<file path="src/rtl/mult_datapath_if.sv">
// -----------------------------------------------------------------------------
// mult_datapath_if
// Strobe/operand/result bundle for the shift-and-add multiplier datapath.
//   i_clr, i_ld, i_ldp, i_shp, i_shb : one-cycle control strobes (controller -> datapath)
//   i_a_in, i_b_in                   : multiplicand / multiplier operands, W bits
//   o_p_out                          : product register, 2W bits
//   o_b_lsb                          : current multiplier LSB
//   o_done                           : all W product shifts completed since the last load
//   o_err                            : sticky protocol-error flag
// The controller side uses modport master; the datapath uses modport slave.
// -----------------------------------------------------------------------------
interface mult_datapath_if #(
  parameter int W = 4
);
  logic             i_clr;
  logic             i_ld;
  logic             i_ldp;
  logic             i_shp;
  logic             i_shb;
  logic [W-1:0]     i_a_in;
  logic [W-1:0]     i_b_in;
  logic [2*W-1:0]   o_p_out;
  logic             o_b_lsb;
  logic             o_done;
  logic             o_err;

  modport master (
    output i_clr, i_ld, i_ldp, i_shp, i_shb, i_a_in, i_b_in,
    input  o_p_out, o_b_lsb, o_done, o_err
  );

  modport slave (
    input  i_clr, i_ld, i_ldp, i_shp, i_shb, i_a_in, i_b_in,
    output o_p_out, o_b_lsb, o_done, o_err
  );
endinterface

</file>
<file path="src/rtl/mult_datapath.sv">
// -----------------------------------------------------------------------------
// mult_datapath
// Unsigned shift-and-add multiplier datapath driven by external strobes, with a
// protocol monitor that flags strobes issued out of the expected order.
//   clk   : clock, all state updates on the rising edge
//   reset : asynchronous, active-high reset
//   bus   : mult_datapath_if.slave (strobes, operands, product, b_lsb, done, err)
// Registers: A (multiplicand), B (multiplier), P (product), C (add carry),
// CNT (product shift counter, saturates at W), done, err, monitor state MS.
// Exactly one strobe is applied per edge, chosen by priority
// clr > ld > ldp > shp > shb; more than one strobe high is itself an error.
// -----------------------------------------------------------------------------
module mult_datapath #(
  parameter int W = 4
) (
  input  logic          clk,
  input  logic          reset,
  mult_datapath_if.slave bus
);

  localparam int              CW      = $clog2(W) + 1;
  localparam logic [CW-1:0]   CNT_MAX = CW'(W);

  typedef enum logic [2:0] {
    MS_IDLE,
    MS_CLRD,
    MS_LOADED,
    MS_ACC,
    MS_SHFP,
    MS_SHFB
  } ms_t;

  typedef enum logic [2:0] {
    SEL_NONE,
    SEL_CLR,
    SEL_LD,
    SEL_LDP,
    SEL_SHP,
    SEL_SHB
  } sel_t;

  // ---------------------------------------------------------------------------
  // State
  // ---------------------------------------------------------------------------
  logic [W-1:0]   r_a;
  logic [W-1:0]   r_b;
  logic [2*W-1:0] r_p;
  logic           r_c;
  logic [CW-1:0]  r_cnt;
  logic           r_done;
  logic           r_err;
  ms_t            r_ms;

  // ---------------------------------------------------------------------------
  // Strobe decode
  // ---------------------------------------------------------------------------
  logic [4:0]     w_stb;
  logic           w_multi;
  sel_t           w_sel;
  logic [W:0]     w_sum;
  logic [CW-1:0]  w_cnt_inc;

  assign w_stb   = {bus.i_clr, bus.i_ld, bus.i_ldp, bus.i_shp, bus.i_shb};
  assign w_multi = ($countones(w_stb) > 1);

  // High half of P plus A as a (W+1)-bit sum; bit W becomes the carry.
  assign w_sum     = {1'b0, r_p[2*W-1:W]} + {1'b0, r_a};
  assign w_cnt_inc = (r_cnt == CNT_MAX) ? CNT_MAX : r_cnt + 1'b1;

  // NOTE: every signal written in an always_comb gets a default first, so no
  // path through the block can leave it unassigned and infer a latch.
  always_comb begin
    w_sel = SEL_NONE;
    if      (bus.i_clr) w_sel = SEL_CLR;
    else if (bus.i_ld)  w_sel = SEL_LD;
    else if (bus.i_ldp) w_sel = SEL_LDP;
    else if (bus.i_shp) w_sel = SEL_SHP;
    else if (bus.i_shb) w_sel = SEL_SHB;
  end

  // ---------------------------------------------------------------------------
  // Protocol monitor: next state and legality of the selected strobe
  // ---------------------------------------------------------------------------
  ms_t  w_ms_next;
  logic w_legal;

  always_comb begin
    w_ms_next = r_ms;
    w_legal   = 1'b0;
    unique case (w_sel)
      SEL_NONE: w_legal = 1'b1;
      SEL_CLR: begin
        w_legal   = 1'b1;
        w_ms_next = MS_CLRD;
      end
      SEL_LD: begin
        // After a completed pass, a new load may restart without a clear.
        if ((r_ms == MS_CLRD && !r_done) ||
            (r_done && (r_ms == MS_SHFB || r_ms == MS_SHFP))) begin
          w_legal   = 1'b1;
          w_ms_next = MS_LOADED;
        end
      end
      SEL_LDP: begin
        if (!r_done && (r_ms == MS_LOADED || r_ms == MS_SHFB)) begin
          w_legal   = 1'b1;
          w_ms_next = MS_ACC;
        end
      end
      SEL_SHP: begin
        if (!r_done && r_ms == MS_ACC) begin
          w_legal   = 1'b1;
          w_ms_next = MS_SHFP;
        end
      end
      SEL_SHB: begin
        // The multiplier shift that closes the final iteration follows the
        // shp that raised done, so shb out of SHFP stays legal while done=1.
        if (r_ms == MS_SHFP) begin
          w_legal   = 1'b1;
          w_ms_next = MS_SHFB;
        end
      end
      default: ;
    endcase

    // Several strobes at once is an error (clr still wins and clears err).
    if (w_multi && w_sel != SEL_CLR) begin
      w_legal   = 1'b0;
      w_ms_next = r_ms;
    end
  end

  // ---------------------------------------------------------------------------
  // Registers
  // ---------------------------------------------------------------------------
  // NOTE: sequential state is updated with non-blocking assignments only, so
  // every register samples the pre-edge values regardless of statement order.
  always_ff @(posedge clk or posedge reset) begin
    if (reset) begin
      r_a    <= '0;
      r_b    <= '0;
      r_p    <= '0;
      r_c    <= 1'b0;
      r_cnt  <= '0;
      r_done <= 1'b0;
      r_err  <= 1'b0;
      r_ms   <= MS_IDLE;
    end else begin
      r_ms <= w_ms_next;

      if (w_sel == SEL_CLR)  r_err <= 1'b0;
      else if (!w_legal)     r_err <= 1'b1;

      unique case (w_sel)
        SEL_CLR: begin
          r_p    <= '0;
          r_c    <= 1'b0;
          r_cnt  <= '0;
          r_done <= 1'b0;
        end
        SEL_LD: begin
          r_a    <= bus.i_a_in;
          r_b    <= bus.i_b_in;
          r_cnt  <= '0;
          r_done <= 1'b0;
        end
        SEL_LDP: begin
          if (r_b[0]) begin
            r_c            <= w_sum[W];
            r_p[2*W-1:W]   <= w_sum[W-1:0];
          end
        end
        SEL_SHP: begin
          r_p   <= {r_c, r_p[2*W-1:1]};
          r_c   <= 1'b0;
          r_cnt <= w_cnt_inc;
          if (w_cnt_inc == CNT_MAX) r_done <= 1'b1;
        end
        SEL_SHB: r_b <= {1'b0, r_b[W-1:1]};
        default: ;
      endcase
    end
  end

  // ---------------------------------------------------------------------------
  // Outputs
  // ---------------------------------------------------------------------------
  assign bus.o_p_out = r_p;
  assign bus.o_b_lsb = r_b[0];
  assign bus.o_done  = r_done;
  assign bus.o_err   = r_err;

endmodule

</file>
<file path="src/flat_wrapper.sv">
// flat-port wrapper written by rule: the top's interface ports become plain ports
module mult_datapath_flat 
#(
  parameter int W = 4
)
  (clk, reset, bus_i_clr, bus_i_ld, bus_i_ldp, bus_i_shp, bus_i_shb, bus_i_a_in, bus_i_b_in, bus_o_p_out, bus_o_b_lsb, bus_o_done, bus_o_err);
  mult_datapath_if #(.W(W)) bus_i ();
  input  logic clk;
  input  logic reset;
  input wire logic [$bits(bus_i.i_clr)-1:0] bus_i_clr;
  input wire logic [$bits(bus_i.i_ld)-1:0] bus_i_ld;
  input wire logic [$bits(bus_i.i_ldp)-1:0] bus_i_ldp;
  input wire logic [$bits(bus_i.i_shp)-1:0] bus_i_shp;
  input wire logic [$bits(bus_i.i_shb)-1:0] bus_i_shb;
  input wire logic [$bits(bus_i.i_a_in)-1:0] bus_i_a_in;
  input wire logic [$bits(bus_i.i_b_in)-1:0] bus_i_b_in;
  output wire logic [$bits(bus_i.o_p_out)-1:0] bus_o_p_out;
  output wire logic [$bits(bus_i.o_b_lsb)-1:0] bus_o_b_lsb;
  output wire logic [$bits(bus_i.o_done)-1:0] bus_o_done;
  output wire logic [$bits(bus_i.o_err)-1:0] bus_o_err;
  assign bus_i.i_clr = bus_i_clr;
  assign bus_i.i_ld = bus_i_ld;
  assign bus_i.i_ldp = bus_i_ldp;
  assign bus_i.i_shp = bus_i_shp;
  assign bus_i.i_shb = bus_i_shb;
  assign bus_i.i_a_in = bus_i_a_in;
  assign bus_i.i_b_in = bus_i_b_in;
  assign bus_o_p_out = bus_i.o_p_out;
  assign bus_o_b_lsb = bus_i.o_b_lsb;
  assign bus_o_done = bus_i.o_done;
  assign bus_o_err = bus_i.o_err;
  mult_datapath #(.W(W)) u_core (.clk(clk), .reset(reset), .bus(bus_i));
endmodule
</file>
<file path="config.mk">
export PLATFORM = sky130hd
export DESIGN_NAME = mult_datapath_flat
export DESIGN_NICKNAME = d
export VERILOG_FILES = /design/src/rtl/mult_datapath_if.sv /design/src/rtl/mult_datapath.sv /design/src/flat_wrapper.sv
export SDC_FILE = /design/constraint.sdc
export NUM_CORES = 1
export LEC_CHECK = 0
export ABC_AREA = 0
export CAP_MARGIN = 10
export CORE_MARGIN = 1.5
export CORE_UTILIZATION = 30
export CTS_CLUSTER_DIAMETER = 30
export CTS_CLUSTER_SIZE = 30
export DETAILED_ROUTE_END_ITERATION = 8
export PLACE_DENSITY_LB_ADDON = 0.15
export SYNTH_ARGS = -nofsm -noshare
export SYNTH_HDL_FRONTEND = slang
export SYNTH_SLANG_ARGS = --single-unit
</file>
<file path="constraint.sdc">
create_clock -name clk -period 3.56 [get_ports clk]
set_clock_uncertainty 0.1 [all_clocks]
set_input_delay 0.712 -clock clk [delete_from_list [all_inputs] [get_ports clk]]
set_output_delay 0.712 -clock clk [all_outputs]
set_load 0.03 [all_outputs]
</file>
# Yosys cells after proc, flatten, opt, wreduce, memory -nomap -nowiden
# Index checks and enable logic that the tools add are counted.
dict set report totals {
  output_inout_bits 11
  wordCells 88
  regBits 25
}
dict set report classes {
  n_lt_le_gt_ge 1
  n_reduce_logical 23
  n_bitwise 1
  eq_ne 20
  n_mux 28
  n_addsub 6
}
# operator n
set ops {}
lappend ops {{32-bit by 1-bit adder with 32-bit output} 1}
lappend ops {{32-bit adder} 1}
lappend ops {{32-bit by 2-bit > comparator with 1-bit output (second input constant)} 1}
lappend ops {{3-bit two-way mux} 10}
lappend ops {{3-bit == test (second input constant)} 6}
lappend ops {{4-bit one-hot mux with 2 select lines} 2}
lappend ops {{3-bit one-hot mux with 5 select lines} 1}
lappend ops {{3-bit by 2-bit == test with 1-bit output (second input constant)} 4}
lappend ops {{2-bit by 1-bit inequality test with 1-bit output (second input constant)} 6}
lappend ops {{4-bit one-hot mux with 3 select lines} 1}
lappend ops {{1-bit two-way mux} 9}
lappend ops {{2-bit nonzero test} 4}
lappend ops {{3-bit by 1-bit == test with 1-bit output (second input constant)} 2}
lappend ops {{3-bit one-hot mux with 2 select lines} 1}
lappend ops {{2-bit AND reduction} 3}
lappend ops {{6-bit AND reduction} 1}
lappend ops {{2-bit OR reduction} 3}
lappend ops {{4-bit by 4-bit adder with 5-bit output} 1}
lappend ops {{1-bit logical AND} 5}
lappend ops {{1-bit one-hot mux with 5 select lines} 1}
lappend ops {{5-bit nonzero test} 1}
lappend ops {{1-bit by 1-bit adder with 2-bit output} 2}
lappend ops {{4-bit two-way mux} 1}
lappend ops {{1-bit one-hot mux with 2 select lines} 2}
lappend ops {{8 further kinds} 10}

# Depth between registers and ports, before layout
# Gate-level depths: netlist of run 1.
dict set report logic_depth {
  ltp_word 11
  depth_mapped 10
  ltp_nobuf 10
}

# Least setup slack after synthesis of run 1
# No wires, ideal clock.
dict set report synth_timing {
  path_kind {in2reg}
  start {input port bus_i_shb}
  end {register u_core.r_ms[2]}
  arrival_ps 2783
  setup_ps 128
  path_stages 10
  n_path_buf 0
  setup_slack_ps 549
  cell_sequence {inv_1 -> ha_1 -> ha_1 -> a21o_1 -> fa_1 -> nor2_1 -> o211a_1 -> o221ai_1 -> a31o_4 -> mux2_1}
}
dict set report synth_via {
  elab_chain_len 9
}
# item line_no
set synth_rtl {}
lappend synth_rtl {{start: declaration} flat_wrapper.sv:14} ;# input wire logic [$bits(bus_i.i_shb)-1:0] bus_i_shb;
lappend synth_rtl {{branches (longest 9 deep; another with 32-bit adder)} n/a}
lappend synth_rtl {{end signal: assignment} mult_datapath.sv:150} ;# r_ms <= w_ms_next;
lappend synth_rtl {{end: declaration} mult_datapath.sv:52} ;# ms_t r_ms;
# Parallel ways; which one is timed is not known.
# A chain may end at the register's enable or synchronous reset.

# Final worst setup path of run 1
dict set report layout_timing {
  start {input port bus_i_shp}
  end {register u_core.r_ms[2]}
}
dict set report layout_via {
  elab_chain_len 8
}
# item line_no
set layout_rtl {}
lappend layout_rtl {{start: declaration} flat_wrapper.sv:13} ;# input wire logic [$bits(bus_i.i_shp)-1:0] bus_i_shp;
lappend layout_rtl {{branches (longest 8 deep; another with 32-bit adder)} n/a}
# Parallel ways; which one is timed is not known.

==> results of run 1 <==
power by group:
group | internal, W | switching [W]
Combinational | 0.000104 | 0.000109
Sequential | 0.000312 | 0.0000291
Clock | 0.0000802 | 0.0000924
Total | 0.000496 | 0.000231
how the worst min path moves through the flow:
stage                              startpoint                   endpoint  slack [ns]  cells past startpoint
floorplan           u_core.r_a[0]$_DFFE_PP0P_  u_core.r_a[0]$_DFFE_PP0P_        0.35                      2
global placement    u_core.r_a[3]$_DFFE_PP0P_  u_core.r_a[3]$_DFFE_PP0P_        0.37                      2
detailed placement  u_core.r_a[3]$_DFFE_PP0P_  u_core.r_a[3]$_DFFE_PP0P_        0.37                      2
CTS                 u_core.r_a[3]$_DFFE_PP0P_  u_core.r_a[3]$_DFFE_PP0P_        0.39                      2
global route        u_core.r_a[2]$_DFFE_PP0P_  u_core.r_a[2]$_DFFE_PP0P_        0.43                      2
finish              u_core.r_a[3]$_DFFE_PP0P_  u_core.r_a[3]$_DFFE_PP0P_        0.39                      2
layout make-up:
| cell class | count | area [sq um] |
|---|---|---|
| Clock buffer | 4 | 45.0 |
| Fill cell | 558 | 3080 |
| Inverter | 9 | 33.8 |
| Multi-Input combinational cell | 139 | 917 |
| Sequential cell | 25 | 626 |
| Tap cell | 70 | 87.6 |
| Timing Repair Buffer | 38 | 348 |
layout by cell type, fill, tap and decap left out, types with 4 or more instances in the layout:
cell / instances
nand2_1: 32
clkdlybuf4s50_1: 25
dfrtp_1: 25
nor2_1: 17
a21oi_1: 13
buf_4: 13
ha_1: 12
o21ai_0: 10
inv_1: 9
o22ai_1: 6
a22oi_1: 4
tightest hold or removal path, stage by stage (launching register included):
cell and delay (ns):
dfrtp_1 0.36, nand2_1 0.05, nand2_1 0.05
sequential cells by signal (all words and copies together) (netlist names):
register and cells:
u_core.bus.o_done 1, u_core.r_c 1, u_core.r_ms 3, u_core.r_a 4, u_core.bus.o_err 1, u_core.bus.o_p_out 8
u_core.r_b 4, u_core.r_cnt 3
per-layer routing:
metal	GRT usage [%]	vias up	routed length, microns
met1	18.1	649	1790
li1	-	705	-
met4	2.22	0	19
met5	0	-	0
met3	2.63	2	137
met2	22.1	26	1650
through the flow:
stage	total power, W	setup slack (ns)	hold slack [ns]	TNS, ns
6_report	0.000727	0.227	0.390	0
5_1_grt	0.000782	0.119	0.428	0
4_1_cts	0.000741	0.231	0.394	0
3_5_place_dp	0.000563	-0.0628	0.371	-0.124
3_3_place_gp	0.000563	-0.0312	0.367	-0.0600
2_1_floorplan	0.000483	0.549	0.350	0
cell families (layout without fill, tap and decap cells):
family	Yosys count	after routing	share of synthesized area [%]
mux	2	2	1.40
fa+ha+maj	14	14	11.8
compound gates	47	47	19.0
xor+xnor	4	4	2.18
simple gates	72	72	22.7
flops	25	25	38.9
buf+inv	16	51	3.97
==> flow_metrics.env, run 1 <==
export IMPL_status="finished, final reports clean"
export IMPL_antenna_found_initial=0
export IMPL_die_area_sq_um=5800
export IMPL_placed_area_sq_um=2010
export IMPL_clk_latency_ns=0.27
export IMPL_design_area_sq_um=2060
export IMPL_yosysTopAreaCell="dfrtp_1"
export IMPL_core_sq_um=5140
export IMPL_grt_max_degree=26
export IMPL_worst_path_largest_cell_delay_ns=0.48
export IMPL_cp_required_ns=3.62
export IMPL_grt_ovfl_total=0
export IMPL_crit_start="bus_i_shp"
export IMPL_synth_most_common_cell="nand2_1"
export IMPL_cts_resized=0
export IMPL_synth_nets=209
export IMPL_cts_tree="built"
export IMPL_place_congestion=0.740
export IMPL_post_synth_top_area_fraction_pct=38.9
export IMPL_critical_path_arrival_ns=3.39
export IMPL_crit_type="in2reg"
export IMPL_placed_cells=281
export IMPL_crit_fanout=3
export IMPL_async_flop_share_pct=100
export IMPL_die_h_microns=76.2
export IMPL_cpMostUsedCell="ha_1"
export IMPL_antenna_cells=0
export IMPL_synth_area_leaders="dfrtp_1 39%, ha_1 9.3%, nand2_1 7.5%"
export IMPL_yosysWarnings=0
export IMPL_crit_path_end_kind="flip-flop"
export IMPL_maxCapViolCount=0
export IMPL_critical_path_buf_inv_count=2
export IMPL_clockBufferDepth=2
export IMPL_clock_sinks=25
export IMPL_cts_reportedPaths_clkPinSlew_ns=0.08
export IMPL_routed_wl_mm=3.59
export IMPL_critical_path_depth=11
export IMPL_synth_common_cells="32 x nand2_1, 25 x dfrtp_1, 17 x nor2_1"
export IMPL_synth_cell_area_sq_um=1610
export IMPL_synth_edf_count=0
export IMPL_crit_path_top_delay_cell="clkdlybuf4s50_1"
export IMPL_drtIter0Drc=67
export IMPL_first_global_vias=1279
export IMPL_synth_ff_latch_count=25
export IMPL_drt_vias_per_instance=4.85
export IMPL_vias=1382
export IMPL_utilization_pct=40.0
export IMPL_ios=26
export IMPL_ant_nets=0
export IMPL_numCtsBuffers=3
export IMPL_timing_final_crit_share_pct=93.6
export IMPL_vdd_drop_max_mv=0.200
export IMPL_start_util_pct=31.3
export IMPL_maxSlewViolCount=0
export IMPL_drcViolationCount=0
export IMPL_rsz0062_at_grt="no"
export IMPL_die_x_microns=76.2
export IMPL_area_delta_synth_final_pct=28.0
export IMPL_fmax_ghz=0.300
export IMPL_cts_hold_buf=0
export IMPL_nNetsFinal=245
export IMPL_crit_path_start_kind="primary input"
export IMPL_grt_pass1_wl_mm=6.25
export IMPL_cp_endpoint="u_core.r_ms[2]$_DFFE_PP0P_"
export IMPL_period_minus_slack_ns=3.33
export IMPL_place_hpwl_mm=2.67
export IMPL_grt_usage_pct=13.3
export IMPL_layout_cells_non_filler=285
export IMPL_synth_ff_type="dfrtp_1"
export IMPL_crit_family="adder cells"
export IMPL_synthDistinctLibCells=41
export IMPL_layout_drive_gt1_share_pct=11.6
export IMPL_max_slew_worst_pin_slew_ns=0.476
export IMPL_port_buffers=25
export IMPL_wl_per_cell_microns=12.6
export IMPL_cts_setup_buffers=0
export IMPL_htree_levels=1
export IMPL_worstPathCellList="clkdlybuf4s50_1 -> inv_1 -> ha_1 -> ha_1 -> a21o_1 -> fa_1 -> nor2_1 -> o211a_1 -> o221ai_1 -> a31o_4 -> mux2_1"
export IMPL_synth_area_per_cell_sq_um=8.93
export IMPL_syn_instance_count=180
export IMPL_hold_path_class="reg2reg"
export IMPL_r2r_setup_slack_ns=1.70
export IMPL_root_buffer="clkbuf_8"
export IMPL_setup_viol=0
export IMPL_slew_headroom_pct=68.0
export IMPL_rr_startpoint="u_core.r_ms[2]$_DFFE_PP0P_"
export IMPL_rr_worst_depth=6
export IMPL_drtPass1Iterations=4
export IMPL_synth_seq_area_share_pct=38.9
export IMPL_power_density_nw_per_um2=354
export IMPL_reg2reg_to="u_core.r_ms[2]$_DFFE_PP0P_"
export IMPL_finalHoldViolations=0
export IMPL_leakagePower_nw=0.913
export IMPL_rows=26
Note: power is estimated with default switching activity, not from simulation.
==> inputs of run 2 (changes only) <==
--- a/config.mk
+++ b/config.mk
@@ -12,7 +12,7 @@
 export CTS_CLUSTER_DIAMETER = 30
 export CTS_CLUSTER_SIZE = 30
 export DETAILED_ROUTE_END_ITERATION = 8
-export PLACE_DENSITY_LB_ADDON = 0.15
+export PLACE_DENSITY = 0.52
 export SYNTH_ARGS = -nofsm -noshare
 export SYNTH_HDL_FRONTEND = slang
 export SYNTH_SLANG_ARGS = --single-unit
==> run 2 against run 1 <==
Net effect:
- setup slack worse by 0.028 ns
- sequential share of layout area up 0.22 points
- maximum frequency down 0.84%
- register-to-register slack worse by 0.06 ns
- non-clock buffer count down 2
- hold slack worse by 0.0032 ns
- final cell count down 0.70%
- via count down 3.0%
- sequential power about the same
- largest cell class unchanged
==> flow_metrics.env, run 2 (same netlist as run 1, synthesis figures left out) <==
export IMPL_ios=26
export IMPL_antenna_cells=0
export IMPL_rsz0062_at_grt="no"
export IMPL_wl_met1_mm=1.79
export IMPL_cts_setup_buffers=0
export IMPL_root_buffer="clkbuf_8"
export IMPL_crit_type="in2reg"
export IMPL_drcViolationCount=0
export IMPL_place_congestion=0.742
export IMPL_wl_per_cell_microns=12.1
export IMPL_routed_wl_mm=3.42
export IMPL_clockBufferDepth=2
export IMPL_place_hpwl_mm=2.56
export IMPL_cts_resized=0
export IMPL_rows=26
export IMPL_die_area_sq_um=5800
export IMPL_die_x_microns=76.2
export IMPL_antenna_found_initial=0
export IMPL_critical_path_buf_inv_count=2
export IMPL_htree_levels=1
export IMPL_cpMostUsedCell="ha_1"
export IMPL_slew_headroom_pct=33.8
export IMPL_drtIter0Drc=48
export IMPL_period_minus_slack_ns=3.36
export IMPL_mostFrequentLayoutCells="32 x nand2_1, 25 x clkdlybuf4s50_1, 25 x dfrtp_1, 17 x nor2_1, 13 x a21oi_1"
export IMPL_ant_nets=0
export IMPL_maxCapViolCount=0
export IMPL_cp_required_ns=3.61
export IMPL_finalHoldViolations=0
export IMPL_worst_path_largest_cell_delay_ns=0.48
export IMPL_whs_ns=0.387
export IMPL_setup_viol=0
export IMPL_numCtsBuffers=3
export IMPL_tns_ns=0
export IMPL_utilization_pct=39.7
export IMPL_maxSlewViolCount=0
export IMPL_max_slew_worst_pin_slew_ns=0.991
export IMPL_critical_path_arrival_ns=3.41
export IMPL_grt_max_degree=26
export IMPL_crit_path_top_delay_cell="clkdlybuf4s50_1"
export IMPL_cts_hold_buf=0
export IMPL_placed_area_sq_um=2000
export IMPL_crit_path_end_kind="flip-flop"
export IMPL_crit_fanout=3
export IMPL_dpl_worst_slack_ns=-0.0903
export IMPL_design_area_sq_um=2040
export IMPL_met2_length_mm=1.52
export IMPL_area_delta_synth_final_pct=27.1
export IMPL_leakagePower_nw=0.904
export IMPL_nNetsFinal=243
export IMPL_vdd_drop_max_mv=0.246
export IMPL_vias=1340
export IMPL_clk_latency_ns=0.26
export IMPL_hold_path_class="reg2reg"
export IMPL_core_sq_um=5140
export IMPL_fmax_ghz=0.298
export IMPL_status="finished, final reports clean"
export IMPL_crit_family="adder cells"
export IMPL_largest_reg_flops=8
export IMPL_timing_final_crit_share_pct=94.4
export IMPL_maxUsedRoutingLayer="met4"
export IMPL_die_h_microns=76.2
export IMPL_drt_vias_per_instance=4.73
export IMPL_port_buffers=25
export IMPL_start_util_pct=31.3
export IMPL_fin_ws_ns=0.199
export IMPL_met3_length_microns=99
export IMPL_grt_usage_pct=12.3
export IMPL_drtPass1Iterations=4
export IMPL_layout_drive_gt1_share_pct=10.8
export IMPL_crit_path_start_kind="primary input"
export IMPL_grt_ovfl_total=0
export IMPL_final_common_cell="nand2_1"
export IMPL_power_density_nw_per_um2=353
export IMPL_cts_reportedPaths_clkPinSlew_ns=0.08
export IMPL_worstPathCellList="clkdlybuf4s50_1 -> inv_1 -> ha_1 -> ha_1 -> a21o_1 -> fa_1 -> nor2_1 -> o211a_1 -> o221ai_1 -> a31o_4 -> mux2_1"
export IMPL_clock_sinks=25
export IMPL_first_global_vias=1278
export IMPL_grt_pass1_wl_mm=5.89
export IMPL_cts_tree="built"
run 2: cell count changes in the layout (fill, tap and decap cells not counted), sizes merged:
cell | previous run | this run
buf | 13 | 11
run 2: worst min-delay path, delay by kind of cell (launching register included):
family,cells,cell delay (ns)
DFF,1,0.36
and+or+nand+nor,2,0.10
run 2: area by class of cell:
type	instances	area [sq um]
clock buffer	4	45.0
inverter	9	33.8
tap	70	87.6
fill	553	3100
sequential	25	626
timing repair buffer	36	333
multi-input combinational	139	917
run 2: worst paths after layout:
path | start | end | slack (ns) | cells past startpoint
max | bus_i_shp | u_core.r_ms[0]$_DFFE_PP0P_ | 0.20 | 11
max in group asynchronous | reset | u_core.r_b[2]$_DFFE_PP0P_ | 1.88 | 2
max reg2reg | u_core.r_ms[2]$_DFFE_PP0P_ | u_core.r_ms[0]$_DFFE_PP0P_ | 1.64 | 6
min in group asynchronous | reset | u_core.bus.o_p_out[5]$_DFFE_PP0P_ | 0.88 | 2
min reg2reg | u_core.r_a[2]$_DFFE_PP0P_ | u_core.r_a[2]$_DFFE_PP0P_ | 0.39 | 2
min | u_core.r_a[2]$_DFFE_PP0P_ | u_core.r_a[2]$_DFFE_PP0P_ | 0.39 | 2
run 2: per-stage QoR:
step | cells | power (W)
final | 283 | 0.000720
after global routing | 283 | 0.000770
after CTS | 283 | 0.000734
after detailed placement | 279 | 0.000560
after global placement | 279 | 0.000559
after floorplan | 180 | 0.000483
run 2: metal layers:
layer / vias to the layer above / GRT usage (%)
li1: 700 / -
met1: 620 / 16.8
met2: 18 / 20.5
met3: 2 / 2.51
met4: 0 / 1.67
met5: - / 0
run 2: power breakdown:
part | internal [W] | switching (W) | total (W)
logic | 0.000103 | 0.000108 | 0.000211
clock network | 0.0000800 | 0.0000882 | 0.000168
registers | 0.000312 | 0.0000286 | 0.000341
total | 0.000495 | 0.000225 | 0.000720
==> inputs of run 3 (changes only) <==
--- a/config.mk
+++ b/config.mk
@@ -7,12 +7,14 @@
 export LEC_CHECK = 0
 export ABC_AREA = 0
 export CAP_MARGIN = 10
+export CORE_ASPECT_RATIO = 1.1
 export CORE_MARGIN = 1.5
 export CORE_UTILIZATION = 30
 export CTS_CLUSTER_DIAMETER = 30
 export CTS_CLUSTER_SIZE = 30
 export DETAILED_ROUTE_END_ITERATION = 8
 export PLACE_DENSITY = 0.52
+export SLEW_MARGIN = 20
 export SYNTH_ARGS = -nofsm -noshare
 export SYNTH_HDL_FRONTEND = slang
 export SYNTH_SLANG_ARGS = --single-unit
==> run 3 against run 2 <==
Net effect:
- hold slack gained 0.0060 ns
- sequential cell count is the same
- maximum frequency grew 0.22%
- cell area shrank 0.74%
- largest power group unchanged
- sequential power is essentially flat
- via count shrank 0.30%
- largest cell class unchanged
- die area is essentially flat
==> flow_metrics.env, run 3 (same netlist as run 1, synthesis figures left out) <==
export IMPL_rsz0062_at_grt="no"
export IMPL_antenna_found_initial=0
export IMPL_crit_family="adder cells"
export IMPL_area_delta_synth_final_pct=26.2
export IMPL_routed_wl_mm=3.45
export IMPL_max_slew_worst_pin_slew_ns=0.906
export IMPL_wl_per_cell_microns=12.7
export IMPL_first_global_vias=1206
export IMPL_maxCapViolCount=0
export IMPL_crit_type="in2reg"
export IMPL_die_x_microns=72.8
export IMPL_hold_path_class="reg2reg"
export IMPL_die_area_sq_um=5800
export IMPL_status="finished, final reports clean"
export IMPL_power_density_nw_per_um2=356
export IMPL_final_common_cell="nand2_1"
export IMPL_multiInputGateArea_sq_um=917
export IMPL_dpl_worst_slack_ns=-0.0715
export IMPL_core_sq_um=5070
export IMPL_vdd_drop_max_mv=0.148
export IMPL_report_power_total_w=0.000721
export IMPL_die_h_microns=79.8
export IMPL_setup_viol=0
export IMPL_placed_cells=267
export IMPL_ff_latch_area_sq_um=626
export IMPL_mostFrequentLayoutCells="32 x nand2_1, 25 x clkdlybuf4s50_1, 25 x dfrtp_1, 17 x nor2_1, 13 x a21oi_1"
export IMPL_slew_headroom_pct=39.2
export IMPL_crit_path_start_kind="primary input"
export IMPL_leakagePower_nw=0.900
export IMPL_cpMostUsedCell="ha_1"
export IMPL_fmax_ghz=0.298
export IMPL_critical_path_buf_inv_count=2
export IMPL_vias=1336
export IMPL_grt_ovfl_total=0
export IMPL_place_hpwl_mm=2.64
export IMPL_grt_usage_pct=12.5
export IMPL_fin_ws_ns=0.206
export IMPL_drt_vias_per_instance=4.93
export IMPL_utilization_pct=40.0
export IMPL_grt_max_degree=26
export IMPL_ios=26
export IMPL_drtIter0Drc=43
export IMPL_largest_reg_flops=8
export IMPL_worstPathCellList="clkdlybuf4s50_1 -> inv_1 -> ha_1 -> ha_1 -> a21o_1 -> fa_1 -> nor2_1 -> o211a_1 -> o221ai_1 -> a31o_4 -> mux2_1"
export IMPL_root_buffer="clkbuf_8"
export IMPL_start_util_pct=31.7
export IMPL_cts_setup_buffers=0
export IMPL_crit_path_end_kind="flip-flop"
export IMPL_layout_cells_non_filler=271
export IMPL_place_congestion=0.764
export IMPL_design_area_sq_um=2030
export IMPL_cts_reportedPaths_clkPinSlew_ns=0.09
export IMPL_port_buffers=25
export IMPL_clockBufferDepth=2
export IMPL_crit_path_top_delay_cell="clkdlybuf4s50_1"
export IMPL_critical_path_arrival_ns=3.40
export IMPL_placed_area_sq_um=1980
export IMPL_drtPass1Iterations=4
export IMPL_htree_levels=1
export IMPL_nNetsFinal=243
export IMPL_finalHoldViolations=0
export IMPL_clock_sinks=25
export IMPL_cts_hold_buf=0
export IMPL_cp_required_ns=3.61
export IMPL_layout_drive_gt1_share_pct=10.8
export IMPL_cts_tree="built"
export IMPL_ant_nets=0
export IMPL_drcViolationCount=0
export IMPL_maxSlewViolCount=0
export IMPL_clk_latency_ns=0.26
export IMPL_grt_pass1_wl_mm=5.73
export IMPL_rows=27
export IMPL_crit_fanout=3
export IMPL_fillers=526
export IMPL_cts_resized=0
export IMPL_period_minus_slack_ns=3.35
export IMPL_worst_path_largest_cell_delay_ns=0.48
export IMPL_timing_final_crit_share_pct=94.2
export IMPL_numCtsBuffers=3
export IMPL_antenna_cells=0
## run 3: cell types whose count changed in the layout (fill, tap and decap cells not counted)
cell | before | now
inv_1 | 9 | 8
clkinv_1 | 0 | 1
## run 3: metal layers
metal | wire (microns) | global-route usage [%]
met5 | 0 | 0
met4 | 15 | 2.83
met3 | 103 | 1.89
met2 | 1580 | 19.4
met1 | 1740 | 18.1
## run 3: final cells by class
type | instances | share of cell area, %
Clock buffer | 4 | 2.22
Multi-Input combinational cell | 139 | 45.2
Sequential cell | 25 | 30.9
Inverter | 9 | 1.67
Timing Repair Buffer | 36 | 16.4
Tap cell | 58 | 3.58
## run 3: worst paths after layout
path                                            startpoint                           endpoint  slack, ns  cells after the start
worst max-delay path                             bus_i_shp         u_core.r_ms[0]$_DFFE_PP0P_       0.21                     11
worst min-delay path             u_core.r_a[2]$_DFFE_PP0P_          u_core.r_a[2]$_DFFE_PP0P_       0.39                      2
worst max register to register  u_core.r_ms[1]$_DFFE_PP0P_         u_core.r_ms[0]$_DFFE_PP0P_       1.68                      6
worst min register to register   u_core.r_a[2]$_DFFE_PP0P_          u_core.r_a[2]$_DFFE_PP0P_       0.39                      2
max in group asynchronous                            reset          u_core.r_a[1]$_DFFE_PP0P_       2.20                      2
min in group asynchronous                            reset  u_core.bus.o_p_out[5]$_DFFE_PP0P_       0.74                      2
## run 3: worst reg2reg max path, cell delays in order, from the launching register on
cell      delay, ns
dfrtp_1        0.49
nor3b_1        0.21
inv_1          0.07
o22ai_1        0.15
o221ai_1       0.18
a31o_4         0.26
mux2_1         0.31
## run 3: power breakdown
group	switching [W]	internal [W]
Clock	0.0000878	0.0000799
Combinational	0.000108	0.000103
Sequential	0.0000300	0.000312
Total	0.000226	0.000495
## run 3: metrics by stage
stage          TNS (ns)  hold slack, ns
3_3_place_gp    -0.0764           0.372
4_1_cts               0           0.402
2_1_floorplan         0           0.350
3_5_place_dp     -0.130           0.380
5_1_grt               0           0.429
6_report              0           0.393
